`config.mk`:
```
export PLATFORM = sky130hd
export DESIGN_NAME = switch_debouncer
export DESIGN_NICKNAME = d
export VERILOG_FILES = /design/src/rtl/debounce_pkg.sv /design/src/rtl/debounce_channel.sv /design/src/rtl/switch_debouncer.sv
export SDC_FILE = /design/constraint.sdc
export NUM_CORES = 1
export LEC_CHECK = 0
export ABC_AREA = 1
export BUFFER_PORTS_ARGS = -buffer_cell sky130_fd_sc_hd__buf_2
export CAP_MARGIN = 5
export CORE_MARGIN = 2
export CORE_UTILIZATION = 60
export CTS_BUF_LIST = sky130_fd_sc_hd__clkbuf_16
export DETAILED_ROUTE_END_ITERATION = 10
export PLACE_DENSITY = 0.8
export SKIP_LAST_GASP = 1
export SYNTH_ARGS = -nofsm -noshare
export SYNTH_HDL_FRONTEND = slang
export SYNTH_SLANG_ARGS = --single-unit
```
`constraint.sdc`:
```
create_clock -name clk -period 1.93 [get_ports clk]
set_clock_uncertainty 0.1 [all_clocks]
set_input_delay 0.0965 -clock clk [delete_from_list [all_inputs] [get_ports clk]]
set_output_delay 0.0965 -clock clk [all_outputs]
set_load 0.01 [all_outputs]
```
`src/rtl/debounce_pkg.sv`:
```
// Shared types and defaults for the switch debouncer.
// Holds the channel FSM encoding and the default qualification length.
package debounce_pkg;

  localparam int unsigned DEBOUNCE_CYCLES_DFLT = 1_000_000;

  typedef enum logic [1:0] {
    ST_STABLE_LO,
    ST_WAIT_HI,
    ST_STABLE_HI,
    ST_WAIT_LO
  } state_e;

endpackage

```
`src/rtl/debounce_channel.sv`:
```
// One debounced input bit: 2-FF synchronizer, qualification FSM,
// stability counter and registered level / edge strobes.
module debounce_channel
  import debounce_pkg::*;
#(
  parameter int unsigned DEBOUNCE_CYCLES = DEBOUNCE_CYCLES_DFLT
) (
  input  logic clk,
  input  logic rst_n,
  input  logic raw_in,
  output logic level_out,
  output logic rise_pulse,
  output logic fall_pulse
);

  localparam int unsigned CW = $clog2(DEBOUNCE_CYCLES + 1);
  localparam logic [CW-1:0] LAST = CW'(DEBOUNCE_CYCLES - 1);
  localparam logic [CW-1:0] ONE  = CW'(1);

  logic          r_sync1;
  logic          r_sync2;
  state_e        r_state;
  logic [CW-1:0] r_cnt;
  logic          r_level;
  logic          r_rise;
  logic          r_fall;

  state_e        w_state_nx;
  logic [CW-1:0] w_cnt_nx;
  logic          w_level_nx;
  logic          w_rise_nx;
  logic          w_fall_nx;

  // Bring the asynchronous switch level into the clock domain.
  always_ff @(posedge clk or negedge rst_n) begin
    if (!rst_n) begin
      r_sync1 <= 1'b0;
      r_sync2 <= 1'b0;
    end else begin
      r_sync1 <= raw_in;
      r_sync2 <= r_sync1;
    end
  end

  // Qualify a new level; any bounce in a wait state restarts from zero.
  always_comb begin
    w_state_nx = r_state;
    w_cnt_nx   = r_cnt;
    w_level_nx = r_level;
    w_rise_nx  = 1'b0;
    w_fall_nx  = 1'b0;
    unique case (r_state)
      ST_STABLE_LO: begin
        if (r_sync2) begin
          w_state_nx = ST_WAIT_HI;
          w_cnt_nx   = ONE;
        end
      end
      ST_WAIT_HI: begin
        if (!r_sync2) begin
          w_state_nx = ST_STABLE_LO;
          w_cnt_nx   = '0;
        end else if (r_cnt == LAST) begin
          w_state_nx = ST_STABLE_HI;
          w_cnt_nx   = '0;
          w_level_nx = 1'b1;
          w_rise_nx  = 1'b1;
        end else begin
          w_cnt_nx = r_cnt + ONE;
        end
      end
      ST_STABLE_HI: begin
        if (!r_sync2) begin
          w_state_nx = ST_WAIT_LO;
          w_cnt_nx   = ONE;
        end
      end
      ST_WAIT_LO: begin
        if (r_sync2) begin
          w_state_nx = ST_STABLE_HI;
          w_cnt_nx   = '0;
        end else if (r_cnt == LAST) begin
          w_state_nx = ST_STABLE_LO;
          w_cnt_nx   = '0;
          w_level_nx = 1'b0;
          w_fall_nx  = 1'b1;
        end else begin
          w_cnt_nx = r_cnt + ONE;
        end
      end
    endcase
  end

  // Register FSM state, counter and all outputs.
  always_ff @(posedge clk or negedge rst_n) begin
    if (!rst_n) begin
      r_state <= ST_STABLE_LO;
      r_cnt   <= '0;
      r_level <= 1'b0;
      r_rise  <= 1'b0;
      r_fall  <= 1'b0;
    end else begin
      r_state <= w_state_nx;
      r_cnt   <= w_cnt_nx;
      r_level <= w_level_nx;
      r_rise  <= w_rise_nx;
      r_fall  <= w_fall_nx;
    end
  end

  assign level_out  = r_level;
  assign rise_pulse = r_rise;
  assign fall_pulse = r_fall;

endmodule

```
`src/rtl/switch_debouncer.sv`:
```
// Multi-channel switch debouncer: WIDTH independent channels
// producing clean levels plus single-cycle rise/fall strobes.
module switch_debouncer
  import debounce_pkg::*;
#(
  parameter int unsigned WIDTH           = 2,
  parameter int unsigned DEBOUNCE_CYCLES = DEBOUNCE_CYCLES_DFLT
) (
  input  logic             clk,
  input  logic             rst_n,
  input  logic [WIDTH-1:0] raw_in,
  output logic [WIDTH-1:0] level_out,
  output logic [WIDTH-1:0] rise_pulse,
  output logic [WIDTH-1:0] fall_pulse
);

  genvar g;
  generate
    for (g = 0; g < WIDTH; g++) begin : g_ch
      debounce_channel #(
        .DEBOUNCE_CYCLES (DEBOUNCE_CYCLES)
      ) u_ch (
        .clk        (clk),
        .rst_n      (rst_n),
        .raw_in     (raw_in[g]),
        .level_out  (level_out[g]),
        .rise_pulse (rise_pulse[g]),
        .fall_pulse (fall_pulse[g])
      );
    end
  endgenerate

endmodule
```
### After elaboration in Yosys (flattened, before gate mapping)

Index checks and enable logic that the tools add are counted.

| word-level totals | value |
|---|---|
| bits in latches | 0 |
| word-level logic and storage cells | 96 |
| memories | 0 |
| register bits | 54 |
| output and inout bits | 6 |
| RAM bits | 0 |
| input port bits | 4 |
| memory bits (read-only) | 0 |

| cells by class | value |
|---|---|
| reduce and logical (&&, ||, !) cells | 10 |
| shift-type cells | 0 |
| bitwise operators | 0 |
| add/sub/neg operators | 2 |
| multiply operators | 0 |
| muxes and demuxes | 46 |
| order comparisons | 0 |
| divide/modulo/power cells | 0 |
| eq/ne operators | 24 |

Operator list:

| cell | count |
|---|---|
| $mux 20 | 10 |
| $pmux 20 s4 | 2 |
| $add 20x1->20 const B | 2 |
| $eq 20x20->1 const B | 2 |
| $mux 2 | 12 |
| $mux 1 | 18 |
| $ne 2x1->1 const B | 8 |
| $pmux 2 s4 | 2 |
| $reduce_and 5->1 | 2 |
| $eq 2x2->1 const B | 4 |
| $ne 2x2->1 const B | 4 |
| $reduce_and 4->1 | 2 |
| $ne 3x1->1 const B | 2 |
| $ne 3x3->1 const B | 2 |
| $eq 2x1->1 const B | 2 |
| $logic_not 2->1 | 2 |
| $pmux 1 s2 | 2 |
| $reduce_and 2->1 | 2 |
| $reduce_bool 2->1 | 2 |

### Logic depth before layout (Yosys ltp)

| logic depth | value |
|---|---|
| word-level depth | 4 |
| mapped depth | 9 |
| mapped depth without buffers | 9 |

### Hierarchy

Synthesis repeated with hierarchy kept, for this count alone.

| second synthesis, totals | value |
|---|---|
| cells, all modules | 434 |
| area total of the unflattened synthesis | 3151.8 um2 |

By module, submodules not included:

| module | instances | seq. area each (um2) | cells each | area each (um2) |
|---|---|---|---|---|
| debounce_channel (g_ch[1].u_ch) | 1 | 675.6 | 237 | 1670.4 |
| debounce_channel (g_ch[0].u_ch) | 1 | 675.6 | 197 | 1481.4 |

### Least setup slack after synthesis

OpenSTA, ideal clock, no wires.

| timing path | value |
|---|---|
| path type | register -> register |
| from | register g_ch[0].u_ch.r_cnt[0] |
| to | register g_ch[0].u_ch.r_cnt[17] |
| period minus slack after synthesis | 1.759 ns |
| stages on the path, launching flop included | 10 |
| arrival time | 1.529 ns |
| required time | 1.700 ns |
| setup time | 0.130 ns |
| path slack | 0.171 ns |
| buffers on the path | 1 |
| cell sequence | dfrtp_1 > ha_1 > nand4_2 > nor2_4 > nand3_4 > nand2_2 > inv_2 > buf_6 > nand3_2 > o21ai_2 |

| on the way | value |
|---|---|
| longest elaborated chain between the ends | 4 |
| elaborated cells on any way between the ends | 6 |

RTL lines:

| element | line | text |
|---|---|---|
| start, declared | debounce_channel.sv:23 | `logic [CW-1:0] r_cnt;` |
| start signal, assigned | debounce_channel.sv:104 | `r_cnt <= w_cnt_nx;` |
| $add 20x1->20 or $eq 20x20->1 (tied branches) | n/a |  |
| $mux 20 * | debounce_channel.sv:63, debounce_channel.sv:82 |  |
| $mux 20, on equally long branches | debounce_channel.sv:79, debounce_channel.sv:60 |  |
| $pmux 20 s4 * | debounce_channel.sv:52 | `unique case (r_state)` |

Mark *: on every way between the ends. The rest lies on a longest branch, timed or not.
A chain may end at the register's enable or synchronous reset.

### Final worst setup path

| timing path | value |
|---|---|
| from | register g_ch[1].u_ch.r_cnt[0] |
| to | register g_ch[1].u_ch.r_cnt[10] |

| on the way | value |
|---|---|
| longest elaborated chain between the ends | 4 |
| elaborated cells on any way between the ends | 6 |

RTL lines:

| element | line |
|---|---|
| start, declared | debounce_channel.sv:23 |
| start signal, assigned | debounce_channel.sv:104 |
| $add 20x1->20 or $eq 20x20->1 (tied branches) | n/a |
| $mux 20 * | debounce_channel.sv:63, debounce_channel.sv:82 |
| $mux 20, on equally long branches | debounce_channel.sv:79, debounce_channel.sv:60 |
| $pmux 20 s4 * | debounce_channel.sv:52 |

Marks and branches as above.

==> qor.yml <==
outcome: "finished, final reports clean"
placeableCoreArea_um2: 5070
drt-initial-drc-count: 167
grt_pass1_vias: 2570
fmax_mhz: 554
fill_cells: 446
path_clk_slew_ps: 70
report.final.slew_viol_count: 0
yosysMostFrequentCell: "nand2_1"
dieWidth_um: 76.1
reg2reg_depth: 7
place.gp.congestion: 0.930
worstSkewPairLatency_ps: 290
synth_cell_types: 36
seq_area_um2: 1350
avgSynthCellArea_um2: 7.65
grt_usage_pct: 24.1
worstSetupStartpoint: "g_ch[1].u_ch.r_cnt[0]$_DFFE_PN0P_"
multi_input_area_um2: 1520
yosysSeqAreaShare_pct: 43.3
root_buffer: "clkbuf_16"
maxCapViolations: 0
timing.slew.headroom_pct: 55.5
regToRegEndpoint: "g_ch[1].u_ch.r_cnt[10]$_DFFE_PN0P_"
hpwl_mm: 4.84
drc_errors: 0
cts_tree: "built"
antenna_found_initial: 0
pin_count: 10
synth_largest_area_cell: "dfrtp_1"
p_per_area_nw_per_um2: 628
initial_core_util_pct: 61.5
start_kind: "flop"
cts_made_buffers: 5
fp-row-count: 26
path_class: "flop to flop"
htree_num_levels: 2
synth_top_area_share_pct: 43.3
ys_top_cells_by_count: "nand2_1 (101), dfrtp_1 (54), nor2_1 (51)"
dp_slack_ps: 78.4
critPathMaxFanout: 9
antenna_cells: 0
ys_ff_latch: 54
required_ps: 1980
clock_path_buffers: 2
endpoint: "g_ch[1].u_ch.r_cnt[10]$_DFFE_PN0P_"
vias: 2729
min_period_ps: 1810
p_leak_uw: 0.00146
viasPerCell: 5.50
post_cts_buffers: 0
synth_flop_cell: "dfrtp_1"
cts_num_sinks: 54
vdd_ir_drop_max_v: 0.000538
synth_fp_nets: 414
drive_gt1_share_pct: 13.4
r2r_setup_slack_ps: 120
worstReg2RegStart: "g_ch[1].u_ch.r_cnt[0]$_DFFE_PN0P_"
wirelength_mm: 6.58
die_h_um: 76.1
synth_area_leaders: "dfrtp_1 (43%), nand2_1 (12%), nor2_1 (6.1%)"
synth_area_um2: 3120
grt-ovfl-total: 0
dieArea_um2: 5790
antenna_left: 0
ys_warn_count: 0
finalHoldViolCount: 0
hold_class: "flop to flop"
wire_per_inst_um: 13.3
end_kind: "flop"
worst_pin_slew_ps: 668
grt_pass1_wl_mm: 11.4
portBuffers: 9
syn2layout_area_growth_pct: 10.2
synth-edff-count: 0
fin_nets: 431
worst_slack_ps: 124
syn_inst: 408
async_flop_share_pct: 100
worstPathArrival_ps: 1850
period_share_pct: 93.6
grt_max_degree: 55
rsz0062_at_grt: "yes"
finalSetupViolCount: 0
hold_slack_ps: 250
drt_pass1_iterations: 4
-- registers in the layout, summed over array words and instances, names as in the netlist, named ones only --
signal and cells:
g_ch.u_ch.r_sync2 2, g_ch.u_ch.r_state 2, g_ch.u_ch.fall_pulse 2, g_ch.u_ch.r_cnt 40
g_ch.u_ch.rise_pulse 2, g_ch.u_ch.r_sync1 2, g_ch.u_ch.level_out 2
-- power by group --
| group | switching, µW | internal (µW) |
|---|---|---|
| logic | 82.7 | 36.1 |
| clock network | 398 | 481 |
| registers | 15.0 | 1150 |
-- through the flow --
| step | instance area (µm²) | total power (µW) | utilization, % | setup TNS [ps] | instances |
|---|---|---|---|---|---|
| 6_report | 3440 | 2160 | 67.8 | 0 | 496 |
| 2_1_floorplan | 3120 | 1250 | - | 0 | 408 |
| 5_1_grt | 3440 | 2260 | 67.8 | -10.3 | 496 |
| 3_3_place_gp | 3240 | 1300 | 63.9 | 0 | 485 |
| 4_1_cts | 3420 | 2180 | 67.4 | 0 | 496 |
| 3_5_place_dp | 3240 | 1300 | 63.9 | 0 | 485 |
-- worst max-delay path, cell delays in order, from the launching register on --
cell     delay (ps)
dfrtp_1         370
ha_1            210
nand3_1         190
nor3_2          200
nand3_1         140
nand2_1         150
buf_4           190
o22ai_1         110
-- cell usage in the layout, fill, tap and decap left out, types with 3 or more instances in the layout --
master / instances
nor2_2: 6
nor3_1: 4
clkbuf_16: 5
o21ai_0: 21
nand3_2: 8
nand4_1: 17
buf_4: 9
buf_2: 9
o21ai_1: 4
dfrtp_1: 54
nor2_1: 48
o22ai_1: 11
dlygate4sd3_1: 3
nand2_1: 101
xor2_1: 9
a21oi_1: 10
inv_1: 47
o21ai_2: 4
nand3_1: 29
-- layout make-up --
type                            count  share of cell area [%]
Clock buffer                        5                    3.64
Clock inverter                      3                   0.619
Inverter                           50                    5.53
Multi-Input combinational cell    293                    44.2
Sequential cell                    54                    39.3
Tap cell                           70                    2.55
Timing Repair Buffer               21                    4.15
-- repair_timing --
| action | CTS | global route |
|---|---|---|
| hold buffers | 3 | 0 |
| gates resized for setup | 0 | 7 |
| setup endpoints to repair | 0 | 16 |
| endpoints found under the hold margin | 56 | 0 |
-- cell families (layout without fill, tap and decap cells) --
| kind of cell | Yosys count | count (layout) | share of synthesized area (%) |
|---|---|---|---|
| simple gates | 224 | 224 | 33.9 |
| buf+inv | 61 | 79 | 8.46 |
| compound gates | 56 | 56 | 10.5 |
| flops | 54 | 54 | 43.3 |
| xor+xnor | 11 | 11 | 3.09 |
| fa+ha+maj | 2 | 2 | 0.802 |
-- worst min-delay path by stage --
stage	endpoint	cells past startpoint	slack, ps	from
3_5_place_dp	g_ch[1].u_ch.r_sync1$_DFF_PN0_	1	110	raw_in[1]
2_1_floorplan	async pin	0	-300	rst_n
6_report	g_ch[1].u_ch.r_sync2$_DFF_PN0_	0	250	g_ch[1].u_ch.r_sync1$_DFF_PN0_
4_1_cts	g_ch[1].u_ch.r_sync2$_DFF_PN0_	0	250	g_ch[1].u_ch.r_sync1$_DFF_PN0_
3_3_place_gp	g_ch[1].u_ch.r_sync1$_DFF_PN0_	1	110	raw_in[1]
5_1_grt	g_ch[1].u_ch.r_sync2$_DFF_PN0_	0	270	g_ch[1].u_ch.r_sync1$_DFF_PN0_
-- routing by layer --
layer	part of all wire [%]	wire (µm)	GRT usage, %	vias up
li1	-	-	-	1372
met1	44	2870	29.5	1279
met2	52	3410	44.1	65
met3	3.0	198	2.96	13
met4	1.6	104	8.55	0
met5	0	0	0	-
Note: power is estimated with default switching activity, not from simulation.
